### src/rtl/arbitro_display_7seg.sv
// Two-writer arbiter for the four-digit 7-segment display registers.
// Grants are round-robin per packet. A packet ends on its last beat or when its writer stays idle too long.
module arbitro_display_7seg #(
  parameter int HOLD_MAX = 15,
  parameter int CW       = 4
) (
  input  logic       i_Clk,
  input  logic       i_Rst,
  input  logic       i_Req_A,
  input  logic [1:0] i_Addr_A,
  input  logic [3:0] i_Dato_A,
  input  logic       i_Ult_A,
  output logic       o_Ack_A,
  input  logic       i_Req_B,
  input  logic [1:0] i_Addr_B,
  input  logic [3:0] i_Dato_B,
  input  logic       i_Ult_B,
  output logic       o_Ack_B,
  output logic [3:0] o_Datos1,
  output logic [3:0] o_Datos2,
  output logic [3:0] o_Datos3,
  output logic [3:0] o_Datos4,
  output logic       o_Ocupado
);

  typedef enum logic [1:0] {
    IDLE   = 2'd0,
    SERV_A = 2'd1,
    SERV_B = 2'd2
  } state_t;

  localparam logic [CW-1:0] HOLD_LAST = CW'(HOLD_MAX - 1);

  state_t        state;
  logic          last_b;
  logic [CW-1:0] hold_cnt;
  logic [3:0]    digit [4];

  logic          xfer;
  logic          xfer_ult;
  logic [1:0]    wr_addr;
  logic [3:0]    wr_dato;

  assign o_Ack_A   = (state == SERV_A) & i_Req_A;
  assign o_Ack_B   = (state == SERV_B) & i_Req_B;
  assign o_Ocupado = (state != IDLE);

  // Beat fields of whichever writer currently holds the grant.
  always_comb begin
    xfer     = 1'b0;
    xfer_ult = 1'b0;
    wr_addr  = '0;
    wr_dato  = '0;
    unique case (state)
      SERV_A: begin
        xfer     = o_Ack_A;
        xfer_ult = i_Ult_A;
        wr_addr  = i_Addr_A;
        wr_dato  = i_Dato_A;
      end
      SERV_B: begin
        xfer     = o_Ack_B;
        xfer_ult = i_Ult_B;
        wr_addr  = i_Addr_B;
        wr_dato  = i_Dato_B;
      end
      default: ;
    endcase
  end

  always_ff @(posedge i_Clk) begin
    if (i_Rst) begin
      state    <= IDLE;
      last_b   <= 1'b1;
      hold_cnt <= '0;
    end else begin
      unique case (state)
        IDLE: begin
          hold_cnt <= '0;
          if (i_Req_A && (!i_Req_B || last_b))
            state <= SERV_A;
          else if (i_Req_B)
            state <= SERV_B;
        end
        SERV_A, SERV_B: begin
          if (xfer) begin
            hold_cnt <= '0;
            if (xfer_ult) begin
              state  <= IDLE;
              last_b <= (state == SERV_B);
            end
          end else if (hold_cnt == HOLD_LAST) begin
            // HOLD_MAX-th consecutive idle cycle: give the display up.
            hold_cnt <= '0;
            state    <= IDLE;
            last_b   <= (state == SERV_B);
          end else begin
            hold_cnt <= hold_cnt + CW'(1);
          end
        end
        default: state <= IDLE;
      endcase
    end
  end

  always_ff @(posedge i_Clk) begin
    if (i_Rst) begin
      for (int unsigned i = 0; i < 4; i++)
        digit[i] <= '0;
    end else if (xfer) begin
      digit[wr_addr] <= wr_dato;
    end
  end

  assign o_Datos1 = digit[0];
  assign o_Datos2 = digit[1];
  assign o_Datos3 = digit[2];
  assign o_Datos4 = digit[3];

endmodule

### config.mk
export PLATFORM = sky130hd
export DESIGN_NAME = arbitro_display_7seg
export DESIGN_NICKNAME = d
export VERILOG_FILES = /design/src/rtl/arbitro_display_7seg.sv
export SDC_FILE = /design/constraint.sdc
export NUM_CORES = 1
export LEC_CHECK = 0
export CAP_MARGIN = 30
export CORE_MARGIN = 1
export CORE_UTILIZATION = 45
export DETAILED_ROUTE_END_ITERATION = 8
export DONT_BUFFER_PORTS = 1
export PLACE_DENSITY = 0.68
export SLEW_MARGIN = 20
export SYNTH_ARGS = -nofsm -noshare
export SYNTH_HDL_FRONTEND = slang
export SYNTH_SLANG_ARGS = --single-unit
### constraint.sdc
create_clock -name i_Clk -period 2.7 [get_ports i_Clk]
set_input_delay 0.405 -clock i_Clk [delete_from_list [all_inputs] [get_ports i_Clk]]
set_output_delay 0.405 -clock i_Clk [all_outputs]
set_load 0.005 [all_outputs]
=== After elaboration in Yosys (flattened, before gate mapping) ===
Memory sizes are Yosys's and may differ from the RTL's.
Index checks and enable logic that the tools add are counted.

* Memories: 1
* RAM bits: 16
* Output and inout bits: 19
* Bits in registers: 7
* Word-level logic and storage cells: 49
* Input port bits: 18

* Equality and inequality tests: 7
* Multiplexer cells: 24
* Add/subtract/negate cells: 1
* Reductions and logical operators: 11
* Bitwise logic cells: 2

{| class="wikitable"
|+ Memories
! name !! words !! bits a word !! rd ports !! clocked after Yosys merged registers in !! write ports !! RTL line !! source
|-
| digit || 4 || 4 || 4 || 0 || 4 || 37 || <nowiki>logic [3:0] digit [4];</nowiki>
|}

{| class="wikitable"
|+ Operator list
! cell !! count
|-
| one-hot mux 4 bit (2 select lines) || 2
|-
| 2-to-1 mux 2 bit || 6
|-
| 2-to-1 mux 4 bit || 3
|-
| 2-to-1 mux 1 bit || 9
|-
| != test 3 bit (second input constant) || 3
|-
| one-hot mux 2 bit (2 select lines) || 2
|-
| AND reduction 3 bit || 2
|-
| nonzero test 2 bit || 3
|-
| adder 4 x 1 -> 4 bit (second input constant) || 1
|-
| == test 4 bit (second input constant) || 1
|-
| one-hot mux 1 bit (2 select lines) || 2
|-
| OR reduction 4 bit || 1
|-
| bitwise AND 1 bit || 2
|-
| == test 2 x 1 -> 1 bit (second input constant) || 1
|-
| == test 2 bit (second input constant) || 1
|-
| logical NOT 2 bit || 1
|-
| != test 2 x 1 -> 1 bit (second input constant) || 1
|-
| OR reduction 2 bit || 1
|-
| logical AND 1 bit || 1
|-
| logical NOT 1 bit || 1
|-
| logical OR 1 bit || 1
|}

=== Logic depth before layout (Yosys ltp) ===
* Word-level depth: 8
* Gate-level depth with buffers: 7
* Depth with buffers taken out: 6

=== Worst setup path before layout ===
OpenSTA, ideal clock, no wires.

* Path kind: reg2reg
* Start point: register state[0]
* End point: memory digit[0][0], enable pin
* Period minus slack after synthesis: 1827 ps
* Path slack: 873 ps
* Arrival: 1516 ps
* Library setup time: 311 ps
* Cell stages (with the launch flop): 7
* Data required time: 2389 ps
* Path buffers: 0
* Cells stage by stage: dfxtp_1 > inv_1 > ha_1 > inv_1 > nor3_1 > nand3_1 > nand2b_1

{| class="wikitable"
|+ RTL lines
! element !! RTL line !! source
|-
| start, declared || 34 || <nowiki>state_t state;</nowiki>
|-
| start signal, assigned || 73 || <nowiki>state <= IDLE;</nowiki>
|-
| start signal, assigned || 81 || <nowiki>state <= SERV_A;</nowiki>
|-
| start signal, assigned || 83 || <nowiki>state <= SERV_B;</nowiki>
|-
| end, declared || 37 ||
|}

==> impl_metrics.prom <==
# TYPE chip_impl_metric gauge
chip_impl_metric{name="p_leak",unit="uW"} 0.0004363
chip_impl_metric{name="timing.setup.tns",unit="ns"} 0
chip_impl_metric{name="finalSetupViolations",unit=""} 0
chip_impl_metric{name="hold_path_depth",unit=""} 1
chip_impl_metric{name="ant_nets",unit=""} 0
chip_impl_metric{name="antenna_cells",unit=""} 0
chip_impl_metric{name="grt_antenna_before_repair",unit=""} 0
chip_impl_metric{name="detail_route.wirelength",unit="um"} 2210
chip_impl_info{name="critical_path.startpoint_type",value="flip-flop"} 1
chip_impl_metric{name="worst-endpoint-arrival",unit="ns"} 2.14
chip_impl_metric{name="mappedNetlistNets",unit=""} 133
chip_impl_metric{name="drt_first_pass_iters",unit=""} 4
chip_impl_metric{name="first_global_vias",unit=""} 725
chip_impl_info{name="synth.cells.most_frequent",value="sky130_fd_sc_hd__nor2_1 (18), sky130_fd_sc_hd__edfxtp_1 (16), sky130_fd_sc_hd__nand3_1 (9)"} 1
chip_impl_metric{name="max_freq",unit="MHz"} 469.5
chip_impl_metric{name="n_fill_cell",unit=""} 238
chip_impl_info{name="path_class",value="reg -> reg"} 1
chip_impl_metric{name="slew_headroom",unit="%"} 68.20
chip_impl_metric{name="timing_max_transition_violations_final",unit=""} 0
chip_impl_info{name="endpoint_kind",value="flip-flop"} 1
chip_impl_metric{name="die-height",unit="um"} 53.23
chip_impl_metric{name="drive_above_1_share",unit="%"} 10.91
chip_impl_metric{name="initialDrtViolationCount",unit=""} 19
chip_impl_metric{name="post_synth_instance_area",unit="sq um"} 1181
chip_impl_metric{name="postCtsSetupBuffers",unit=""} 0
chip_impl_metric{name="ys_async_sr_fraction",unit="%"} 0
chip_impl_metric{name="synth-seq-area-share",unit="%"} 52.54
chip_impl_metric{name="fin_crit_sh",unit="%"} 78.88
chip_impl_metric{name="irDropWorstVdd",unit="uV"} 395.4
chip_impl_info{name="crit_path_cell_trace",value="inv_1 > ha_1 > a22oi_4 > nor3_1 > nand3_1 > nand2b_1"} 1
chip_impl_info{name="synth.most_common_cell",value="sky130_fd_sc_hd__nor2_1"} 1
chip_impl_metric{name="final.setup_skew",unit="ns"} 0.001843
chip_impl_metric{name="groute.usage.overall",unit="%"} 16.34
chip_impl_metric{name="tightest_slew",unit="ns"} 0.4769
chip_impl_metric{name="cts.hold.buffers_added",unit=""} 0
chip_impl_metric{name="timing.final.crit_period",unit="ns"} 2.130
chip_impl_metric{name="insertion_delay",unit="ns"} 0.30
chip_impl_metric{name="grt_pass1_wl",unit="um"} 3312
chip_impl_metric{name="finalPower",unit="uW"} 879.9
chip_impl_metric{name="gp_congestion",unit=""} 0.6772
chip_impl_metric{name="final_cell_count_no_fill",unit=""} 140
chip_impl_metric{name="detailed_place_hpwl",unit="um"} 1672
chip_impl_metric{name="grt_max_degree",unit=""} 17
chip_impl_metric{name="cap_violations",unit=""} 0
chip_impl_metric{name="ff2ff_path_depth",unit=""} 6
chip_impl_metric{name="critical_path.max_fanout",unit=""} 12
chip_impl_metric{name="critPathBufInv",unit=""} 1
chip_impl_info{name="status",value="finished, final reports clean"} 1
chip_impl_metric{name="floorplan.rows",unit=""} 18
chip_impl_metric{name="crit_required",unit="ns"} 2.71
chip_impl_metric{name="htree_num_levels",unit=""} 1
chip_impl_metric{name="die-area",unit="sq um"} 2833
chip_impl_info{name="rsz0062_at_grt",value="no"} 1
chip_impl_metric{name="syn-instance-count",unit=""} 109
chip_impl_metric{name="ioPinCount",unit=""} 37
chip_impl_metric{name="gr-total-overflow",unit=""} 0
chip_impl_metric{name="cts_made_buffers",unit=""} 3
chip_impl_metric{name="design.core.area",unit="sq um"} 2477
chip_impl_metric{name="post_cts_resized",unit=""} 0
chip_impl_metric{name="cp_num_cells",unit=""} 6
chip_impl_info{name="synth_top_area_cell",value="sky130_fd_sc_hd__edfxtp_1"} 1
chip_impl_info{name="path_delay_family",value="simple AND/OR/NAND/NOR gates"} 1
chip_impl_metric{name="place_inst",unit=""} 136
chip_impl_metric{name="fp.dieW",unit="um"} 53.23
chip_impl_info{name="primary_flip_flop_cell_chosen_by_synthesis_mapping",value="sky130_fd_sc_hd__edfxtp_1"} 1
chip_impl_metric{name="worst_path_largest_cell_delay",unit="ns"} 0.46
chip_impl_metric{name="remaining_drc_errors",unit=""} 0
chip_impl_info{name="clock-root-buffer",value="sky130_fd_sc_hd__clkbuf_4"} 1
chip_impl_metric{name="synth_edf_count",unit=""} 16
chip_impl_metric{name="drt-wirelength-per-cell",unit="um"} 15.79
chip_impl_info{name="synth.area.top_cells",value="sky130_fd_sc_hd__edfxtp_1 (41%), sky130_fd_sc_hd__dfxtp_1 (12%), sky130_fd_sc_hd__ha_1 (6.4%)"} 1
chip_impl_metric{name="report.final.hold_viol_count",unit=""} 0
chip_impl_metric{name="clock_path_buffers",unit=""} 2
chip_impl_metric{name="ys_ff_latch",unit=""} 23
chip_impl_metric{name="synthesis.area_per_instance",unit="sq um"} 10.84
chip_impl_info{name="tritoncts_clock_tree",value="built"} 1
chip_impl_metric{name="final_net_count",unit=""} 135
chip_impl_metric{name="io_buffers",unit=""} 0
chip_impl_metric{name="cts.clk_slew.worst_paths",unit="ns"} 0.12
chip_impl_metric{name="reg2reg_setup_slack",unit="ns"} 0.57
chip_impl_metric{name="ys_warn_count",unit=""} 0
chip_impl_info{name="hold_path.class",value="in -> reg"} 1
chip_impl_info{name="cell_with_the_biggest_individual_delay_on_the_critical_path",value="sky130_fd_sc_hd__ha_1"} 1
chip_impl_metric{name="via_count_normalized_by_instance_count",unit=""} 6.057
chip_impl_metric{name="dr_total_vias",unit=""} 848
chip_impl_metric{name="clock_sinks",unit=""} 23
chip_impl_metric{name="synth_top_cell_area_share",unit="%"} 40.68
chip_impl_metric{name="floorplan.initialDensity",unit="%"} 47.68
chip_impl_metric{name="area.growth.synth_to_final",unit="%"} 3.284
chip_impl_metric{name="synth.distinct_cells",unit=""} 34
chip_impl_metric{name="power_density",unit="nW/um^2"} 721.3
[layout make-up]
cell class | instances | area, sq um | share of cell area, %
Tap cell | 30 | 37.54 | 3.077
Multi-Input combinational cell | 77 | 513.0 | 42.05
Clock buffer | 4 | 26.28 | 2.154
Sequential cell | 23 | 620.6 | 50.87
Inverter | 6 | 22.52 | 1.846
[registers in the layout, indices dropped and copies added, names as in the netlist]
signal and count:
last_b 1, state 2, hold_cnt 4, digit 16
[logic make-up (layout without fill, tap and decap cells)]
logic type | after synthesis | in the layout | synth area share (%)
compound gates | 22 | 22 | 14.94
buf+inv | 9 | 10 | 4.025
fa+ha+maj | 6 | 6 | 6.356
flops | 23 | 23 | 52.54
simple gates | 48 | 48 | 21.29
mux | 1 | 1 | 0.8475
[power by group]
part / internal [uW] / total, uW / switching (uW)
sequential: 405 / 426 / 21.4
combinational: 106 / 300 / 194
clock: 57.5 / 153 / 95.8
total: 569 / 880 / 311
[worst paths after layout]
check	startpoint	endpoint
worst max-delay path	state[0]	digit[0][2]
worst min-delay path	i_Rst	hold_cnt[0]
worst max register to register	state[0]	digit[0][2]
worst min register to register	hold_cnt[1]	hold_cnt[1]
[cell usage in the layout, fill, tap and decap left out, drive strengths merged]
cell / n
nor3b: 1
a21oi: 3
inv: 6
ha: 6
nor3: 1
nor2b: 1
and3: 1
clkbuf: 4
nand3: 10
edfxtp: 16
or4: 2
or3: 3
nand2: 5
nand3b: 1
a41o: 1
a311o: 2
dfxtp: 7
and2: 2
a22o: 3
a31oi: 1
a22oi: 7
nand2b: 3
nor2: 18
o21ai: 4
mux2i: 1
o41ai: 1
[routing by layer]
| metal | track usage, % | share of wire (%) | vias to the layer above | wire [um] |
|---|---|---|---|---|
| met5 | 0 | 0 | - | 0 |
| met4 | 3.947 | 0.68 | 0 | 15 |
| met3 | 3.736 | 4.6 | 2 | 101 |
| met2 | 25.62 | 48 | 28 | 1050 |
| met1 | 22.40 | 47 | 416 | 1042 |
| li1 | - | - | 402 | - |
[through the flow]
| stage | util (%) | setup slack [ns] | area [sq um] | hold slack, ns |
|---|---|---|---|---|
| finish | 49.24 | 0.5702 | 1220 | 0.1560 |
| CTS | 49.24 | 0.5479 | 1220 | 0.1461 |
| floorplan | - | 0.8733 | 1181 | 0.4710 |
| global route | 49.24 | 0.3265 | 1220 | 0.1307 |
| detailed placement | 48.18 | 0.5863 | 1194 | 0.4794 |
| global placement | 48.18 | 0.6601 | 1194 | 0.4769 |
(Power assumes the default switching activity.)
